--- src/rtl/pmem_burst_adaptor.sv ---
// pmem_burst_adaptor: turns a 256-bit cacheline read/write into a 4-beat
// 64-bit burst on physical memory and returns a one-cycle line response.
module pmem_burst_adaptor #(
    parameter int unsigned BEAT_W      = 64,
    parameter int unsigned BURST_LEN   = 4,
    parameter int unsigned OFFSET_BITS = 5
) (
    input  logic                        clk,
    input  logic                        rst,
    input  logic [31:0]                 line_address,
    input  logic                        line_read,
    input  logic                        line_write,
    input  logic [BEAT_W*BURST_LEN-1:0] line_wdata,
    output logic [BEAT_W*BURST_LEN-1:0] line_rdata,
    output logic                        line_resp,
    output logic [31:0]                 pmem_address,
    output logic                        pmem_read,
    output logic                        pmem_write,
    output logic [BEAT_W-1:0]           pmem_wdata,
    input  logic [BEAT_W-1:0]           pmem_rdata,
    input  logic                        pmem_resp
);

    localparam int unsigned ADDR_W = 32;
    localparam int unsigned CNT_W  = $clog2(BURST_LEN);
    localparam logic [CNT_W-1:0]  LAST_BEAT  = CNT_W'(BURST_LEN - 1);
    localparam logic [ADDR_W-1:0] ALIGN_MASK = ~ADDR_W'((2 ** OFFSET_BITS) - 1);

    typedef enum logic [1:0] {
        IDLE  = 2'd0,
        READ  = 2'd1,
        WRITE = 2'd2,
        DONE  = 2'd3
    } state_t;

    state_t                             state;
    logic [CNT_W-1:0]                   cnt;
    logic [CNT_W-1:0]                   next_cnt;
    logic [BURST_LEN-1:0][BEAT_W-1:0]   wbuf;
    logic [BURST_LEN-1:0][BEAT_W-1:0]   rbuf;

    assign next_cnt   = cnt + CNT_W'(1);
    assign line_rdata = rbuf;

    // Burst sequencer: latches the request, walks the beats, pulses line_resp.
    always_ff @(posedge clk or posedge rst) begin
        if (rst) begin
            state        <= IDLE;
            cnt          <= '0;
            wbuf         <= '0;
            rbuf         <= '0;
            line_resp    <= 1'b0;
            pmem_address <= '0;
            pmem_read    <= 1'b0;
            pmem_write   <= 1'b0;
            pmem_wdata   <= '0;
        end else begin
            line_resp <= 1'b0;
            case (state)
                IDLE: begin
                    if (line_read) begin
                        pmem_address <= line_address & ALIGN_MASK;
                        cnt          <= '0;
                        pmem_read    <= 1'b1;
                        state        <= READ;
                    end else if (line_write) begin
                        pmem_address <= line_address & ALIGN_MASK;
                        wbuf         <= line_wdata;
                        pmem_wdata   <= line_wdata[BEAT_W-1:0];
                        cnt          <= '0;
                        pmem_write   <= 1'b1;
                        state        <= WRITE;
                    end
                end
                READ: begin
                    if (pmem_resp) begin
                        rbuf[cnt] <= pmem_rdata;
                        cnt       <= next_cnt;
                        if (cnt == LAST_BEAT) begin
                            pmem_read <= 1'b0;
                            line_resp <= 1'b1;
                            state     <= DONE;
                        end
                    end
                end
                WRITE: begin
                    if (pmem_resp) begin
                        cnt <= next_cnt;
                        if (cnt == LAST_BEAT) begin
                            pmem_write <= 1'b0;
                            pmem_wdata <= '0;
                            line_resp  <= 1'b1;
                            state      <= DONE;
                        end else begin
                            pmem_wdata <= wbuf[next_cnt];
                        end
                    end
                end
                DONE: begin
                    state <= IDLE;
                end
                default: begin
                    state <= IDLE;
                end
            endcase
        end
    end

endmodule
--- config.mk ---
export PLATFORM = sky130hd
export DESIGN_NAME = pmem_burst_adaptor
export DESIGN_NICKNAME = d
export VERILOG_FILES = /design/src/rtl/pmem_burst_adaptor.sv
export SDC_FILE = /design/constraint.sdc
export NUM_CORES = 1
export LEC_CHECK = 0
export BUFFER_PORTS_ARGS = -buffer_cell sky130_fd_sc_hd__buf_2
export CORE_AREA = 2 2 279 281
export CTS_BUF_LIST = sky130_fd_sc_hd__clkbuf_4 sky130_fd_sc_hd__clkbuf_8 sky130_fd_sc_hd__clkbuf_16
export CTS_CLUSTER_DIAMETER = 40
export DETAILED_ROUTE_END_ITERATION = 10
export DIE_AREA = 0 0 281 283
export PLACE_DENSITY = 0.67
export SYNTH_ARGS = -nofsm -noshare
export SYNTH_HDL_FRONTEND = slang
export SYNTH_SLANG_ARGS = --single-unit
export TNS_END_PERCENT = 10
--- constraint.sdc ---
create_clock -name clk -period 19.25 [get_ports clk]
set_input_delay 3.85 -clock clk [delete_from_list [all_inputs] [get_ports clk]]
set_output_delay 3.85 -clock clk [all_outputs]
set_load 0.01 [all_outputs]
==> results.json <==
{
  "synth_edf_count": 0,
  "clk_latency_ns": 0.64,
  "fin_crit_ns": 6.451,
  "die_area_mm2": 0.07952,
  "max_stage_delay_ns": 0.90,
  "synth_top_family_by_area": "multiplexers",
  "ys_types": 28,
  "critPathLaunchType": "input pin",
  "cpMostUsedCell": "buf_4",
  "layout-area-overhead-vs-synth_pct": 31.69,
  "place_inst": 3158,
  "fin_nets": 2579,
  "rsz0062_at_grt": "false",
  "yosys_warnings": 0,
  "vias_per_cell": 4.784,
  "synth_commonest_cells": "dfrtp_1, mux2_2, a22o_1, mux4_2, buf_2",
  "critPathCaptureType": "asynchronous set/reset pin",
  "reg2reg_from": "cnt[0]",
  "drt-pass1-iter-count": 4,
  "min_path_type": "flop to flop",
  "routed_wl_um": 70480,
  "synth_seq_area_share": 0.6120,
  "overflow": 0,
  "clkTransAtPathRegs_ns": 0.05,
  "htree_levels": 3,
  "relSlewSlack": 0.2501,
  "final_hold_viol_count": 0,
  "die_h_um": 283,
  "core.rowCount": 102,
  "die_x_um": 281,
  "grt_pass1_wl_um": 106500,
  "synth.largest_area_cell": "dfrtp_1",
  "timing.hold.ws_ns": 0.4894,
  "yosysTopAreaCellShare": 0.6120,
  "critPathLaunch": "rst",
  "synth-seq-cells": 610,
  "io_buffer_count": 701,
  "power_density_mw_per_mm2": 184.7,
  "crit_fanout": 168,
  "synth-main-ff-cell": "dfrtp_1",
  "post-cts-setup-buffer-count": 0,
  "finalNonFillerCells": 3338,
  "grtUsageTotal": 0.1741,
  "criticalPathCategory": "input pin to asynchronous set/reset pin",
  "drt_iter0_markers": 532,
  "grt_max_degree": 177,
  "start_util": 0.3252,
  "setup_viol": 0,
  "hp-start": "pmem_write",
  "final.setup.tns_ns": 0,
  "cp_num_buf_inv": 5,
  "syn-cell-area_mm2": 0.02494,
  "synth.area.top_cells": "dfrtp_1, mux2_2, mux4_2, a22o_1, buf_2",
  "p_leak_uw": 0.01585,
  "hold_buffers": 0,
  "drc": 0,
  "cts_buffer_depth": 3,
  "cts.sinks": 610,
  "synth_most_common_cell": "dfrtp_1",
  "avgRoutedWirePerCell_um": 21.11,
  "nFillCells": 7013,
  "grt_pass1_vias": 17570,
  "cts_root_buf": "clkbuf_16",
  "synth-simple-area-share": 0.004916,
  "cts_resized": 0,
  "peakVddDrop_v": 0.0001051,
  "critical-path-top-delay-family": "buffers and inverters",
  "coreArea_mm2": 0.07670,
  "synth_fa_ha_area_frac": 0.005518,
  "worst_pin_slew_ns": 1.125,
  "worstPathArrival_ns": 7.04,
  "cp_cell_sequence": "buf_2, clkinvlp_4, buf_12, buf_4, buf_4",
  "vias": 15970,
  "drive_above_1_share": 0.6864,
  "drv_cap": 0,
  "place_congestion": 0.8273,
  "synth.avg_cell_area_um2": 16.75,
  "synth-async-reset-ratio": 1.000,
  "hpwl_um": 49850,
  "power.total_uw": 6067,
  "clock_skew_ns": 0.05947,
  "cts_buffers": 91,
  "antenna_found_initial": 34,
  "cts_tree": "yes",
  "synth_compound_area_frac": 0.02468,
  "drtAntennaViolNets": 0,
  "timing.fmax_ghz": 0.1550,
  "status": "completed",
  "critPathRequiredTime_ns": 19.84,
  "period_share": 0.3351,
  "synthMuxAreaShare": 0.3318,
  "ios": 712,
  "synth_xor_area_frac": 0,
  "cp_slowest_cell": "buf_4",
  "synth_cells": 1489,
  "drv_slew": 0
}
flip-flops by register name, indices dropped and copies added, names as in the netlist:
name          count
wbuf            256
pmem_read         1
state             2
pmem_wdata       64
cnt               2
pmem_address     27
line_resp         1
pmem_write        1
line_rdata      256
cells by family after synthesis:
group	Yosys count
adder cells (fa/ha/maj)	11
AO/OA/AOI/OAI	72
multiplexers	671
flip-flops	610
buffers and inverters	102
AND/OR/NAND/NOR	22
other	1
final timing paths:
check	end	slack, ns	depth (start not counted)
min reg2reg	pmem_write	0.49	1
max in group clk	wbuf[232]	13.20	5
min	pmem_write	0.49	1
max reg2reg	pmem_wdata[15]	15.78	6
max	wbuf[27]	12.80	5
min in group asynchronous	line_rdata[73]	3.34	2
stage by stage:
stage	cell area, µm²	setup WS, ns	util
3_5_place_dp	29520	12.03	0.3849
5_1_grt	32840	12.27	0.4282
3_3_place_gp	29520	12.12	0.3849
4_1_cts	32810	12.69	0.4278
2_1_floorplan	24960	7.077	-
6_report	32850	12.80	0.4283
routing by layer:
metal  routed length [µm]  GRT usage  up-vias  share of wire
li1                     -          -     6957              -
met2                36340     0.3119      590           0.52
met5                  127          0        -         0.0018
met4                 2181    0.06845       20          0.031
met3                 6112    0.06003      162          0.087
met1                25720     0.1864     8241           0.36
layout by cell type, fill, tap and decap left out, types with 9 or more instances in the layout:
master        n
a22o_1       65
buf_2       701
buf_4        16
bufinv_16    10
clkbuf_16    92
clkbuf_4      9
clkbuf_8     14
clkinv_2     13
clkinvlp_4    9
dfrtp_1     609
diode_2      12
ha_1         10
mux2_2      607
mux4_2       64
report_power, final:
part           total [µW]  internal (µW)  switching (µW)
clock                1720           1090             630
sequential           2240           1910             329
combinational        2100           1140             959
layout make-up:
cell class	instances	area, µm²	area share
Antenna cell	12	30.03	0.0009142
Clock buffer	115	2562	0.07801
Clock inverter	53	723.2	0.02202
Inverter	8	33.78	0.001028
Multi-Input combinational cell	781	9260	0.2819
Sequential cell	610	15270	0.4648
Tap cell	1040	1301	0.03961
Timing Repair Buffer	719	3669	0.1117
Power figures use the tool's default switching activity.
